## config.mk

```make
export PLATFORM = sky130hd
export DESIGN_NAME = fpu_scheduler
export DESIGN_NICKNAME = d
export VERILOG_FILES = /design/src/rtl/fpu_sched_pkg.sv /design/src/rtl/fpu_scheduler_rr_arbiter.sv /design/src/rtl/fpu_scheduler.sv
export SDC_FILE = /design/constraint.sdc
export NUM_CORES = 1
export LEC_CHECK = 0
export BUFFER_PORTS_ARGS = -buffer_cell sky130_fd_sc_hd__buf_4
export CAP_MARGIN = 20
export CELL_PAD_IN_SITES_DETAIL_PLACEMENT = 1
export CELL_PAD_IN_SITES_GLOBAL_PLACEMENT = 1
export CORE_AREA = 2 2 222 224
export DETAILED_ROUTE_END_ITERATION = 12
export DIE_AREA = 0 0 224 226
export HOLD_SLACK_MARGIN = 0.05
export PLACE_DENSITY = 0.56
export SLEW_MARGIN = 10
export SYNTH_ARGS = -nofsm -noshare
export SYNTH_HDL_FRONTEND = slang
export SYNTH_SLANG_ARGS = --single-unit
```

## constraint.sdc

```tcl
create_clock -name clk -period 3.7 [get_ports clk]
set_input_delay 0.555 -clock clk [delete_from_list [all_inputs] [get_ports clk]]
set_output_delay 0.555 -clock clk [all_outputs]
set_load 0.1 [all_outputs]
```

## src/rtl/fpu_sched_pkg.sv

```systemverilog
// Shared types and constants for the FPU request scheduler.
// Latency: n/a (declarations only).
// Backpressure: n/a.
package fpu_sched_pkg;

  // Bit positions inside the 8-bit FPU flag vector
  localparam int FLG_INF  = 7;
  localparam int FLG_SNAN = 6;
  localparam int FLG_QNAN = 5;
  localparam int FLG_INE  = 4;
  localparam int FLG_OVF  = 3;
  localparam int FLG_UNF  = 2;
  localparam int FLG_ZERO = 1;
  localparam int FLG_DBZ  = 0;

  // FPU opcodes the clients normally use; other codes pass through untouched
  localparam logic [2:0] OP_ADD = 3'd0;
  localparam logic [2:0] OP_SUB = 3'd1;
  localparam logic [2:0] OP_MUL = 3'd2;
  localparam logic [2:0] OP_DIV = 3'd3;

  // Tag id is sized for the largest supported requester count (8)
  localparam int TAG_ID_W = 3;

  typedef struct packed {
    logic                valid;
    logic [TAG_ID_W-1:0] id;
  } tag_t;

  typedef enum logic [1:0] {IDLE, BUSY, DONE} req_state_e;

endpackage

```

## src/rtl/fpu_scheduler_rr_arbiter.sv

```systemverilog
// Round-robin arbiter: one-hot grant, priority starts at an internal pointer.
// Latency: grant is combinational; pointer advances on the grant edge.
// Backpressure: none; an empty request vector yields a zero grant and the pointer holds.
module rr_arbiter #(
  parameter  int N = 4,
  localparam int W = $clog2(N)
) (
  input  logic         clk,
  input  logic         rst_n,
  input  logic [N-1:0] req,
  output logic [N-1:0] grant,
  output logic [W-1:0] winner
);

  logic [W-1:0] ptr_q;

  // Scan requesters starting at the pointer, wrapping modulo N; first one wins
  always_comb begin
    logic [W:0] idx;
    logic       found;
    grant  = '0;
    winner = '0;
    found  = 1'b0;
    idx    = '0;
    for (int k = 0; k < N; k++) begin
      idx = {1'b0, ptr_q} + (W+1)'(k);
      if (idx >= (W+1)'(N)) idx = idx - (W+1)'(N);
      if (!found && req[idx[W-1:0]]) begin
        found               = 1'b1;
        grant[idx[W-1:0]]   = 1'b1;
        winner              = idx[W-1:0];
      end
    end
  end

  // Pointer moves just past the winner so it gets lowest priority next time
  always_ff @(posedge clk) begin
    if (!rst_n)
      ptr_q <= '0;
    else if (|grant)
      ptr_q <= (winner == W'(N-1)) ? '0 : winner + 1'b1;
  end

endmodule

```

## src/rtl/fpu_scheduler.sv

```systemverilog
// Shares one pipelined FPU between N_REQ requesters with round-robin issue and tagged writeback.
// Latency: response valid LAT+1 cycles after the grant cycle; one issue per cycle.
// Backpressure: one outstanding op per requester; a held response blocks that requester's next grant.
module fpu_scheduler
  import fpu_sched_pkg::*;
#(
  parameter  int N_REQ = 4,
  parameter  int LAT   = 4,
  localparam int ID_W  = $clog2(N_REQ)
) (
  input  logic                clk,
  input  logic                rst_n,
  input  logic [N_REQ-1:0]    req_valid,
  output logic [N_REQ-1:0]    req_ready,
  input  logic [N_REQ*32-1:0] req_opa,
  input  logic [N_REQ*32-1:0] req_opb,
  input  logic [N_REQ*3-1:0]  req_op,
  input  logic [N_REQ*2-1:0]  req_rmode,
  output logic [31:0]         fpu_opa,
  output logic [31:0]         fpu_opb,
  output logic [2:0]          fpu_op,
  output logic [1:0]          fpu_rmode,
  input  logic [31:0]         fpu_out,
  input  logic [7:0]          fpu_flags,
  output logic [N_REQ-1:0]    resp_valid,
  input  logic [N_REQ-1:0]    resp_ready,
  output logic [N_REQ*32-1:0] resp_out,
  output logic [N_REQ*8-1:0]  resp_flags,
  output logic [ID_W:0]       in_flight
);

  logic [31:0]      opa_a [N_REQ];
  logic [31:0]      opb_a [N_REQ];
  logic [2:0]       op_a  [N_REQ];
  logic [1:0]       rm_a  [N_REQ];
  logic [31:0]      res_q [N_REQ];
  logic [7:0]       flg_q [N_REQ];
  req_state_e       state_q [N_REQ];
  req_state_e       state_d [N_REQ];
  tag_t             tag_q [LAT];
  logic [N_REQ-1:0] elig, grant, wb_hit;
  logic [ID_W-1:0]  winner;
  logic             issue, wb;

  for (genvar i = 0; i < N_REQ; i++) begin : g_req
    assign opa_a[i]               = req_opa[i*32 +: 32];
    assign opb_a[i]               = req_opb[i*32 +: 32];
    assign op_a[i]                = req_op[i*3 +: 3];
    assign rm_a[i]                = req_rmode[i*2 +: 2];
    assign elig[i]                = rst_n && req_valid[i] && (state_q[i] == IDLE);
    assign wb_hit[i]              = tag_q[LAT-1].valid && (tag_q[LAT-1].id == TAG_ID_W'(i));
    assign resp_valid[i]          = (state_q[i] == DONE);
    assign resp_out[i*32 +: 32]   = res_q[i];
    assign resp_flags[i*8 +: 8]   = flg_q[i];
  end

  rr_arbiter #(.N(N_REQ)) u_arb (
    .clk    (clk),
    .rst_n  (rst_n),
    .req    (elig),
    .grant  (grant),
    .winner (winner)
  );

  assign req_ready = grant;
  assign issue     = |grant;
  assign wb        = tag_q[LAT-1].valid;

  // Launch the winner's operands into the FPU; hold the port when nobody is granted
  always_ff @(posedge clk) begin
    if (!rst_n) begin
      fpu_opa   <= '0;
      fpu_opb   <= '0;
      fpu_op    <= '0;
      fpu_rmode <= '0;
    end else if (issue) begin
      fpu_opa   <= opa_a[winner];
      fpu_opb   <= opb_a[winner];
      fpu_op    <= op_a[winner];
      fpu_rmode <= rm_a[winner];
    end
  end

  // Tag shift register tracks who owns each FPU pipeline slot
  always_ff @(posedge clk) begin
    if (!rst_n) begin
      for (int s = 0; s < LAT; s++) tag_q[s] <= '0;
    end else begin
      tag_q[0] <= {issue, TAG_ID_W'(winner)};
      for (int s = 1; s < LAT; s++) tag_q[s] <= tag_q[s-1];
    end
  end

  // Capture the FPU result into the owner's response holding register
  always_ff @(posedge clk) begin
    if (!rst_n) begin
      for (int i = 0; i < N_REQ; i++) begin
        res_q[i] <= '0;
        flg_q[i] <= '0;
      end
    end else begin
      for (int i = 0; i < N_REQ; i++) begin
        if (wb_hit[i]) begin
          res_q[i] <= fpu_out;
          flg_q[i] <= fpu_flags;
        end
      end
    end
  end

  // Occupancy of the tag pipeline; issue and writeback in one cycle cancel
  always_ff @(posedge clk) begin
    if (!rst_n)
      in_flight <= '0;
    else if (issue && !wb)
      in_flight <= in_flight + 1'b1;
    else if (!issue && wb)
      in_flight <= in_flight - 1'b1;
  end

  // Per-requester state register
  always_ff @(posedge clk) begin
    if (!rst_n) begin
      for (int i = 0; i < N_REQ; i++) state_q[i] <= IDLE;
    end else begin
      for (int i = 0; i < N_REQ; i++) state_q[i] <= state_d[i];
    end
  end

  // Per-requester lifecycle: granted -> in FPU -> response held -> accepted
  always_comb begin
    for (int i = 0; i < N_REQ; i++) begin
      state_d[i] = state_q[i];
      case (state_q[i])
        IDLE:    if (grant[i])      state_d[i] = BUSY;
        BUSY:    if (wb_hit[i])     state_d[i] = DONE;
        DONE:    if (resp_ready[i]) state_d[i] = IDLE;
        default:                    state_d[i] = IDLE;
      endcase
    end
  end

endmodule

```

* Word level (Yosys, flattened, before mapping) *
Memories as Yosys holds them, arrays and structs flattened.
Cells that the tools add are included.

storage, ports and cells
  bits in registers = 74
  bits in writable memories = 184
  input port bits = 326
  output and inout port bits = 240
  word-level logic and storage cells = 190
  memories = 4

cells by class
  add/sub/neg operators = 10
  $lt $le $gt $ge = 13
  equality and inequality tests = 12
  multiplexer cells = 92
  bitwise logic cells = 20
  reductions and logical operators = 33

memories
  memory   words  width  read ports  clocked after memory_dff  write ports  line                 source
  res_q    4      32     4           0                         4            fpu_scheduler.sv:36  logic [31:0] res_q [N_REQ];
  flg_q    4      8      4           0                         4            fpu_scheduler.sv:37  logic [7:0] flg_q [N_REQ];
  tag_q    4      4      4           0                         4            fpu_scheduler.sv:40  tag_t tag_q [LAT];
  state_q  4      2      4           0                         4            fpu_scheduler.sv:38  req_state_e state_q [N_REQ];

operators by type and width
  cell                                                         number
  two-way mux 32 bit                                           8
  binary-select mux 32 bit (select 2 bit)                      2
  two-way mux 2 bit                                            27
  two-way mux 4 bit                                            8
  two-way mux 8 bit                                            4
  two-way mux 1 bit                                            25
  case mux 2 bit (3 select lines)                              4
  logical AND 1 bit                                            21
  OR 1 bit                                                     16
  >= comparator 3 bit (second input constant)                  4
  less-than comparator 2 x 3 -> 1 bit (second input constant)  4
  two-way mux 3 bit                                            4
  OR 4 bit                                                     3
  == test 2 bit (second input constant)                        5
  binary-select mux 1 bit (select 2 bit)                       4
  demux 1 bit (select 2 bit)                                   4
  == test 2 x 1 -> 1 bit (second input constant)               4
  >= comparator 2 x 1 -> 1 bit (second input constant)         4
  logical NOT 2 bit                                            4
  subtractor 2 x 1 -> 2 bit (second input constant)            4
  adder 2 x 2 -> 3 bit (second input constant)                 2
  binary-select mux 3 bit (select 2 bit)                       1
  == test 3 x 2 -> 1 bit (second input constant)               2
  logical NOT 1 bit                                            5
  11 further kinds                                             11

* Logic depth before layout (Yosys ltp) *
Gate-level depths: netlist (run 1).
An unclocked memory read counts as a cell.

  word-level depth = 20
  gate-level depth with buffers = 18
  depth with buffers taken out = 14

* By module *
A second synthesis (run 1) with hierarchy kept.

second synthesis, totals
  cells, all modules = 761
  area total of the unflattened synthesis = 11284.6 um2

modules (own cells, without submodules)
  module         times used  cells each  area an instance (um2)  seq. area each (um2)
  fpu_scheduler  1           675         10578.9                 6646.4
  rr_arbiter     1           86          705.7                   40.0

* Worst setup path before layout (run 1) *
OpenSTA, ideal clock, no wires.

  path type = register to register
  start point = reg with a tool-made name
  end point = reg in_flight[2]
  library setup time = 0.071 ns
  arrival = 3.983 ns
  required time = 3.629 ns
  setup slack = -0.354 ns
  stages on the path, launching flop included = 19
  buffers on the path = 4
  cell sequence = dfxtp_1 buf_2 inv_1 ha_1 inv_1 mux4_2 buf_2 nand2b_1 a21oi_1 a221oi_2 nand4_2 buf_2 buf_2 ha_1 inv_1 fa_1 xor2_1 or3_1 a21oi_1

RTL lines
  element               line                  source
  to (signal assigned)  fpu_scheduler.sv:116  in_flight <= in_flight + 1'b1;
  to (signal assigned)  fpu_scheduler.sv:118  in_flight <= in_flight - 1'b1;
  to (decl)             fpu_scheduler.sv:29   output logic [ID_W:0] in_flight

==> out/results.txt, run 1 <==
simple-gate share of the synthesized area: 16.5%
Layout area overhead: 54.3%
setup slack, reg-to-reg: 0.28 ns
Crit Path Max Fanout: 5
Hold Vio Cnt, Final: 0
GR met3 Demand/Resource: 6.19%
die height: 226 microns
Synth Instances: 887
CTS Root Cell: clkbuf_16
clk_skew: 0.0216 ns
final hold slack: 0.288 ns
minimum clock period: 3.60 ns
post-route antenna net violation count: 0
total grt overflow: 0
maximum vdd drop: 1010 uV
GRT busiest layer: met2
largest family of logic cells by synthesized area: simple AND/OR/NAND/NOR gates
largest net degree at the start of global routing: 143
via count: 9,470
Mapped Area: 11,400 sq um
setup TNS: 0 ns
vias in the first global route: 10,024
dpl cells: 2,040
arrival time worst endpoint: 3.05 ns
pwr dens: 941 nW/um^2
Nets: 1,790
most numerous cell in the Yosys netlist: edfxtp_1
Synth Area in Adders: 1.16%
Post-DP Area: 16,400 sq um
Static Leak: 7.70 nW
first-pass GRT wire length: 64,700 microns
crit path cell chain: clkinvlp_4 > ha_4 > inv_2 > mux4_2 > and3_4 > a221oi_4 > buf_6 > inv_1 > buf_4
Avg Inst Size Synth: 12.8 sq um
Row Count: 81
DR pass1 iterations: 4
met1 GRT Util: 20.0%
post-synth top area share: 42.2%
post-synthesis mux area share: 14.3%
Compound-Gate Fraction of Synth Area: 5.73%
RSZ-0062 raised after global routing: false
post-synth top area cell: edfxtp_1
total track usage: 17.0%
type of origin of the critical path: register
fmax: 277 MHz
CTS Buffer Depth: 3
Die Width: 224 microns
Finished Cell Area: 17,600 sq um
clock transition at the registers of the reported paths: 0.06 ns
Seq cells post-synth: 254
initial antenna violation count: 6
Main synth FF type: edfxtp_1
Post-synth EDFFs: 160
syn_nets: 1,223
top post-synthesis cells by area: edfxtp_1, dfxtp_1, mux4_2, and2_1, nand2_1
max-slew violations: 0
final cell count without fillers: 2,102
cts hold-fix bufs: 0
Least-Margin Pin Slew: 0.788 ns
final setup fails: 0
YS warnings: 0
Max Cap Viol: 0
slowest cell on the critical path: mux4_2
sequential area share after synthesis: 58.7%
Starting Density: 23.5%
HP Class: in -> reg
PortBufs: 565
layout cells sized above 1: 50.2%
Post-synth ARST share: 0%
final setup margin: 0.0951 ns
Post-Synth XOR/XNOR Area: 0.231%
CTS tree: yes
number of I/O pins: 566
Final period util: 97.4%
Starting DRT DRC Count: 469
Slew headroom: 47.3%
WL per Instance: 21.3 microns
core area: 48,300 sq um
H-Tree Depth: 1
Final Wtd Congestion: 0.811
crit path kind: reg -> out
vias per cell: 4.51
Clk Latency, worst-skew pair: 0.57 ns
synth unique cells: 45
DP Worst Slack: 0.0529 ns
Worst EP required: 3.14 ns
Detailed Route WL: 44,700 microns
max incr delay on CP: 0.56 ns
outcome: completed
DP HPWL: 33,800 microns
GR Util met2: 29.4%
fin util: 36.3%
CTS Buf Count: 30
overall power: 16.5 mW
CTS Sinks: 254
drt drc: 0
Die Footprint: 50,600 sq um
CP Capture Type: output port
synth cell count leaders: edfxtp_1, nand2_1, and2_1
cell type report:
| type | instances | area [sq um] |
|---|---|---|
| multi-input cells | 554 | 4460 |
| repair buffers | 598 | 4580 |
| well taps | 622 | 778 |
| clock inverters | 11 | 124 |
| clock buffers | 45 | 868 |
| diodes | 2 | 5.00 |
| inverters | 16 | 63.8 |
| flip-flops and latches | 254 | 6690 |
| fillers | 5296 | 30800 |
cell families (layout without fill, tap and decap cells):
group	after synthesis	after routing
simple gates	359	359
other cells	0	2
flops	254	254
buf+inv	80	670
xor+xnor	3	3
compound gates	107	107
mux	74	75
fa+ha+maj	10	10
worst max-delay path, delay by kind of cell (launching register included):
kind,cells,cell delay (ns)
multiplexers,1,0.56
adder cells (fa/ha/maj),1,0.28
AO/OA/AOI/OAI,1,0.35
buffers and inverters,5,0.66
AND/OR/NAND/NOR,1,0.27
flip-flops,1,0.35
metal layers:
metal / wire length (microns) / share of wire (%)
met1: 17200 / 39
met2: 22200 / 50
met3: 4410 / 9.9
met4: 799 / 1.8
met5: 46 / 0.10
path summary, 6_finish.rpt:
check | startpoint | end | cells past startpoint
setup / recovery | register | req_ready[0] | 9
setup reg to reg | register | fpu_opa[21] | 13
hold reg to reg | tag_q[0][7] | tag_q[0][11] | 1
hold / removal | fpu_flags[7] | flg_q[1][7] | 2
timing repair:
item / in CTS / in global routing
gates cloned: 0 / 1
gates resized for setup: 9 / 6
endpoints found under the setup margin: 4 / 4
endpoints found under the hold margin: 0 / 0
setup buffers: 1 / 1
pin swaps: 0 / 1
power by group:
part           internal [mW]  total [mW]  switching (mW)  leakage (nW)
Combinational           3.24        9.68            6.44          4.77
Clock                   1.76        2.98            1.22         0.483
Sequential              3.59        3.87           0.277          2.44
Total                   8.60        16.5            7.94          7.70
cells in the final DEF, fill, tap and decap left out, types with 5 or more instances in the layout:
cell type,count
ha_1,8
clkbuf_16,30
nand2_1,141
o211ai_1,5
and2_1,129
dfxtp_1,93
and3_1,40
nand2b_1,6
inv_1,14
a21oi_1,7
mux4_2,72
buf_12,6
buf_4,588
edfxtp_1,160
o21ai_1,71
clkbuf_1,7
nor2_1,14
clkbuf_8,5
flip-flops by register name, indices dropped and copies added (netlist names), 2 cells and up, named ones only:
name       cells
fpu_opa       32
fpu_opb       32
tag_q         12
in_flight      3
state_q        8
res_q        128
fpu_rmode      2
fpu_op         3
flg_q         32
(Power assumes the default switching activity.)
==> inputs of run 2 (changes only) <==
==> constraint.sdc (replaced) <==
create_clock -name clk -period 3.7 [get_ports clk]
set_input_delay 0.37 -clock clk [delete_from_list [all_inputs] [get_ports clk]]
set_output_delay 0.37 -clock clk [all_outputs]
set_load 0.1 [all_outputs]
==> out/results.txt, run 2 (same netlist as run 1, synthesis figures left out) <==
WL per Instance: 21.3 microns (about the same)
Static Leak: 7.69 nW (was 7.70 nW)
DR pass1 iterations: 4 (unchanged)
Starting DRT DRC Count: 270 (was 469)
total grt overflow: 0 (unchanged)
PortBufs: 565 (unchanged)
R2R cell count: 13 (unchanged)
type of origin of the critical path: register (unchanged)
crit path cell chain: inv_1 > ha_4 > inv_2 > mux4_2 > and3_4 > a221oi_4 > buf_4 > inv_1 > buf_4 (was clkinvlp_4 > ha_4 > inv_2 > mux4_2 > and3_4 > a221oi_4 > buf_6 > inv_1 > buf_4)
Slew headroom: 39.5% (was 47.3%)
final hold slack: 0.0992 ns (was 0.288 ns)
Layout area overhead: 54.0% (was 54.3%)
clock transition at the registers of the reported paths: 0.07 ns (was 0.06 ns)
pwr dens: 945 nW/um^2 (was 941 nW/um^2)
vias in the first global route: 10,140 (was 10,024)
leading cell type in the layout, fill and taps excluded: buf_4 (unchanged)
Row Count: 81 (unchanged)
total track usage: 17.0% (about the same)
Max Cap Viol: 0 (unchanged)
DP Worst Slack: 0.154 ns (was 0.0529 ns)
max FFs per register: 128 (unchanged)
core area: 48,300 sq um (unchanged)
maximum vdd drop: 1080 uV (was 1010 uV)
minimum clock period: 3.52 ns (was 3.60 ns)
Nets: 1,791 (was 1,790)
hold path start: fpu_out[25] (was fpu_flags[7])
slowest cell on the critical path: mux4_2 (unchanged)
CP Capture Type: output port (unchanged)
DP HPWL: 33,800 microns (about the same)
Detailed Route WL: 44,700 microns (about the same)
Final period util: 95.1% (was 97.4%)
Crit Path Max Fanout: 12 (was 5)
clk_skew: 0.0102 ns (was 0.0216 ns)
Worst EP required: 3.33 ns (was 3.14 ns)
post-route antenna net violation count: 0 (unchanged)
Hold Path Depth: 2 (unchanged)
vias per cell: 4.47 (was 4.51)
Fillers: 5,312 (was 5,296)
outcome: completed (unchanged)
Largest Register: res_q (unchanged)
via count: 9,404 (was 9,470)
Hold Vio Cnt, Final: 0 (unchanged)
HP Class: in -> reg (unchanged)
fmax: 284 MHz (was 277 MHz)
Die Footprint: 50,600 sq um (unchanged)
Die Width: 224 microns (unchanged)
Starting Density: 23.5% (unchanged)
CTS tree: yes (unchanged)
area of the multi-input gates: 4430 sq um (was 4460 sq um)
final setup margin: 0.180 ns (was 0.0951 ns)
Final Wtd Congestion: 0.805 (was 0.811)
number of I/O pins: 566 (unchanged)
cts hold-fix bufs: 0 (unchanged)
CTS Root Cell: clkbuf_16 (unchanged)
H-Tree Depth: 1 (unchanged)
crit path kind: reg -> out (unchanged)
largest net degree at the start of global routing: 143 (unchanged)
CTS Buffer Depth: 3 (unchanged)
most frequent cells in the layout: buf_4, edfxtp_1, nand2_1, and2_1, dfxtp_1 (unchanged)
Clk Latency, worst-skew pair: 0.57 ns (about the same)
max incr delay on CP: 0.63 ns (was 0.56 ns)
drt drc: 0 (unchanged)
die height: 226 microns (unchanged)
CTS Buf Count: 31 (was 30)
final setup fails: 0 (unchanged)
Least-Margin Pin Slew: 0.904 ns (was 0.788 ns)
Sequential Area: 6690 sq um (unchanged)
max-slew violations: 0 (unchanged)
first-pass GRT wire length: 64,800 microns (was 64,700 microns)
arrival time worst endpoint: 3.15 ns (was 3.05 ns)
CTS Sinks: 254 (unchanged)
setup TNS: 0 ns (unchanged)
layout cells sized above 1: 50.1% (was 50.2%)
initial antenna violation count: 5 (was 6)
run 2: cell types whose count changed in the layout (fill, tap and decap cells not counted), moves of 2 or more:
cell	previous run	this run
buf_4	588	593
clkbuf_8	5	0
clkinv_2	2	6
buf_6	3	0
clkbuf_4	3	0
inv_6	1	3
run 2: area by class of cell:
class	instances	area share [%]
flip-flops and latches	254	38.2
repair buffers	599	26.1
multi-input cells	553	25.3
clock buffers	37	4.55
well taps	622	4.44
clock inverters	20	1.12
inverters	16	0.343
diodes	2	0.0286
run 2: worst paths after layout:
path                                endpoint  slack, ns
worst max-delay path            req_ready[2]       0.18
worst min-delay path            res_q[0][25]        0.1
worst max register to register  fpu_rmode[0]       0.19
worst min register to register  tag_q[0][12]       0.43
run 2: routing by layer:
| metal | share of wire (%) | track usage, % | wire, microns |
|---|---|---|---|
| met2 | 50 | 30.5 | 22600 |
| met3 | 9.7 | 6.21 | 4320 |
| met1 | 38 | 19.4 | 17100 |
| met5 | 0.083 | 0 | 37 |
| met4 | 1.6 | 3.70 | 720 |
run 2: critical path: cells and delay by family, from the launching register on:
family	cells	cell delay (ns)
flops	1	0.32
mux	1	0.63
fa+ha+maj	1	0.26
buf+inv	5	0.76
simple gates	1	0.29
compound gates	1	0.31
run 2: power by group:
group / switching (mW) / internal [mW] / leakage, nW / total (mW)
Sequential: 0.272 / 3.59 / 2.44 / 3.86
Combinational: 6.45 / 3.24 / 4.77 / 9.69
Clock: 1.27 / 1.75 / 0.478 / 3.02
run 2: what timing repair did:
action,4_1_cts,5_1_grt
setup endpoints to repair,4,5
setup buffers,0,2
gates resized for setup,5,2
run 2: stage by stage:
stage | cell area [sq um] | cells | power [mW] | util [%]
3_5_place_dp | 16400 | 2041 | 13.7 | 34.0
6_report | 17500 | 2103 | 16.6 | 36.3
5_1_grt | 17500 | 2101 | 17.6 | 36.3
3_3_place_gp | 16400 | 2041 | 13.6 | 34.0
2_1_floorplan | 11400 | 887 | 11.4 | -
4_1_cts | 17500 | 2098 | 16.8 | 36.2
==> inputs of run 3 (changes only) <==
RECOVER_POWER = 100   (was default)
==> out/results.txt, run 3 (same netlist as run 1, synthesis figures left out) <==
outcome: finished with violations (was completed)
failing checks: capacitance limit, slew limit
fmax: 284 MHz (about the same)
DP Worst Slack: 0.154 ns (unchanged)
DP HPWL: 33,800 microns (unchanged)
overall power: 16.2 mW (was 16.6 mW)
area of the multi-input gates: 4410 sq um (was 4430 sq um)
Slew headroom: -33.8% (was 39.5%)
fin util: 34.3% (was 36.3%)
Static Leak: 6.67 nW (was 7.69 nW)
maximum vdd drop: 1080 uV (about the same)
PortBufs: 565 (unchanged)
Sequential Area: 6690 sq um (unchanged)
Clk Latency, worst-skew pair: 0.57 ns (about the same)
crit path kind: reg -> out (unchanged)
cts hold-fix bufs: 0 (unchanged)
clock transition at the registers of the reported paths: 0.07 ns (about the same)
HP Class: in -> reg (unchanged)
Largest Register: res_q (unchanged)
type of origin of the critical path: register (unchanged)
Post-DP Area: 16,400 sq um (unchanged)
CTS Root Cell: clkbuf_16 (unchanged)
Die Width: 224 microns (unchanged)
hold path start: fpu_out[16] (was fpu_out[25])
minimum clock period: 3.52 ns (about the same)
initial antenna violation count: 5 (unchanged)
leading cell type in the layout, fill and taps excluded: buf_4 (unchanged)
number of I/O pins: 566 (unchanged)
Die Footprint: 50,600 sq um (unchanged)
reg2reg end: fpu_rmode[0] (unchanged)
final setup margin: 0.183 ns (was 0.180 ns)
Fillers: 5,494 (was 5,312)
Hold Vio Cnt, Final: 0 (unchanged)
H-Tree Depth: 1 (unchanged)
total track usage: 17.0% (unchanged)
CTS tree: yes (unchanged)
Hold Path Depth: 2 (unchanged)
Detailed Route WL: 44,800 microns (was 44,700 microns)
max FFs per register: 128 (unchanged)
max-slew violations: 154 (was 0)
Least-Margin Pin Slew: 2.01 ns (was 0.904 ns)
Max Cap Viol: 6 (was 0)
Starting DRT DRC Count: 324 (was 270)
CTS Buffer Depth: 3 (unchanged)
drt drc: 0 (unchanged)
largest net degree at the start of global routing: 143 (unchanged)
Worst EP required: 3.33 ns (about the same)
via count: 9,383 (was 9,404)
vias in the first global route: 10,140 (unchanged)
core area: 48,300 sq um (unchanged)
first-pass GRT wire length: 64,800 microns (unchanged)
Final period util: 95.1% (about the same)
Hold EP: res_q[3][16] (was res_q[0][25])
Finished Cell Area: 16,600 sq um (was 17,500 sq um)
post-route antenna net violation count: 0 (unchanged)
vias per cell: 4.46 (was 4.47)
final cell count without fillers: 2,103 (unchanged)
setup slack, reg-to-reg: 0.20 ns (was 0.19 ns)
Row Count: 81 (unchanged)
arrival time worst endpoint: 3.15 ns (about the same)
pwr dens: 977 nW/um^2 (was 945 nW/um^2)
Nets: 1,791 (unchanged)
Final Wtd Congestion: 0.805 (unchanged)
most frequent cells in the layout: buf_4, clkbuf_1, edfxtp_1, nand2_1, dfxtp_1 (was buf_4, edfxtp_1, nand2_1, and2_1, dfxtp_1)
R2R cell count: 13 (unchanged)
WL per Instance: 21.3 microns (about the same)
dpl cells: 2,041 (unchanged)
Crit Path Max Fanout: 12 (unchanged)
DR pass1 iterations: 4 (unchanged)
Layout area overhead: 45.5% (was 54.0%)
die height: 226 microns (unchanged)
layout cells sized above 1: 33.3% (was 50.1%)
CP Capture Type: output port (unchanged)
CTS Buf Count: 31 (unchanged)
Starting Density: 23.5% (unchanged)
CTS Sinks: 254 (unchanged)
clk_skew: 0.0103 ns (was 0.0102 ns)
total grt overflow: 0 (unchanged)
final setup fails: 0 (unchanged)
## run 3: cell types whose count changed in the layout (fill, tap and decap cells not counted), sizes merged
cell	delta
buf	-248
clkbuf	+248
## run 3: layout make-up
| class | instances | share of cell area (%) |
|---|---|---|
| Sequential cell | 254 | 40.4 |
| Multi-Input combinational cell | 553 | 26.6 |
| Timing Repair Buffer | 599 | 21.9 |
| Clock buffer | 37 | 4.82 |
| Tap cell | 622 | 4.70 |
| Clock inverter | 20 | 1.19 |
| Inverter | 16 | 0.363 |
| Antenna cell | 2 | 0.0302 |
## run 3: worst max-delay path by stage
stage	slack [ns]	start	endpoint
2_1_floorplan	0.004	register	in_flight[2]
3_5_place_dp	0.15	register	in_flight[2]
5_1_grt	-0.001	register	in_flight[2]
3_3_place_gp	0.27	register	in_flight[2]
6_report	0.18	register	req_ready[1]
4_1_cts	0.008	register	req_ready[2]
## run 3: layer usage
layer / GRT usage (%) / share of wire (%) / vias to the layer above
met2: 30.5 / 50 / 378
met1: 19.4 / 38 / 4593
li1: - / - / 4346
met4: 3.70 / 1.8 / 6
met3: 6.21 / 9.7 / 60
met5: 0 / 0.092 / -
## run 3: worst max-delay path: stages (launching register included)
cell and delay (ns):
dfxtp_2 0.32, inv_1 0.18, ha_4 0.26, inv_2 0.09, mux4_2 0.63, and3_4 0.29, a221oi_4 0.31, buf_4 0.18
inv_1 0.07, buf_4 0.24
## run 3: report_power, final
| part | switching, mW | internal, mW | total [mW] |
|---|---|---|---|
| Clock | 1.26 | 1.75 | 3.01 |
| Combinational | 6.45 | 2.86 | 9.32 |
| Sequential | 0.258 | 3.59 | 3.85 |
## run 3: stage by stage
step	hold WS [ns]	setup TNS, ns
5_1_grt	0.0870	-0.00172
4_1_cts	0.0608	0
6_report	0.104	0
3_5_place_dp	0.420	0
3_3_place_gp	0.414	0
2_1_floorplan	0.412	0
## run 3: what timing repair did
item | in CTS | in global routing
endpoints found under the hold margin | 0 | 0
endpoints found under the setup margin | 4 | 5
setup buffers | 0 | 2
resized for setup | 5 | 2
pin swaps | 0 | 0
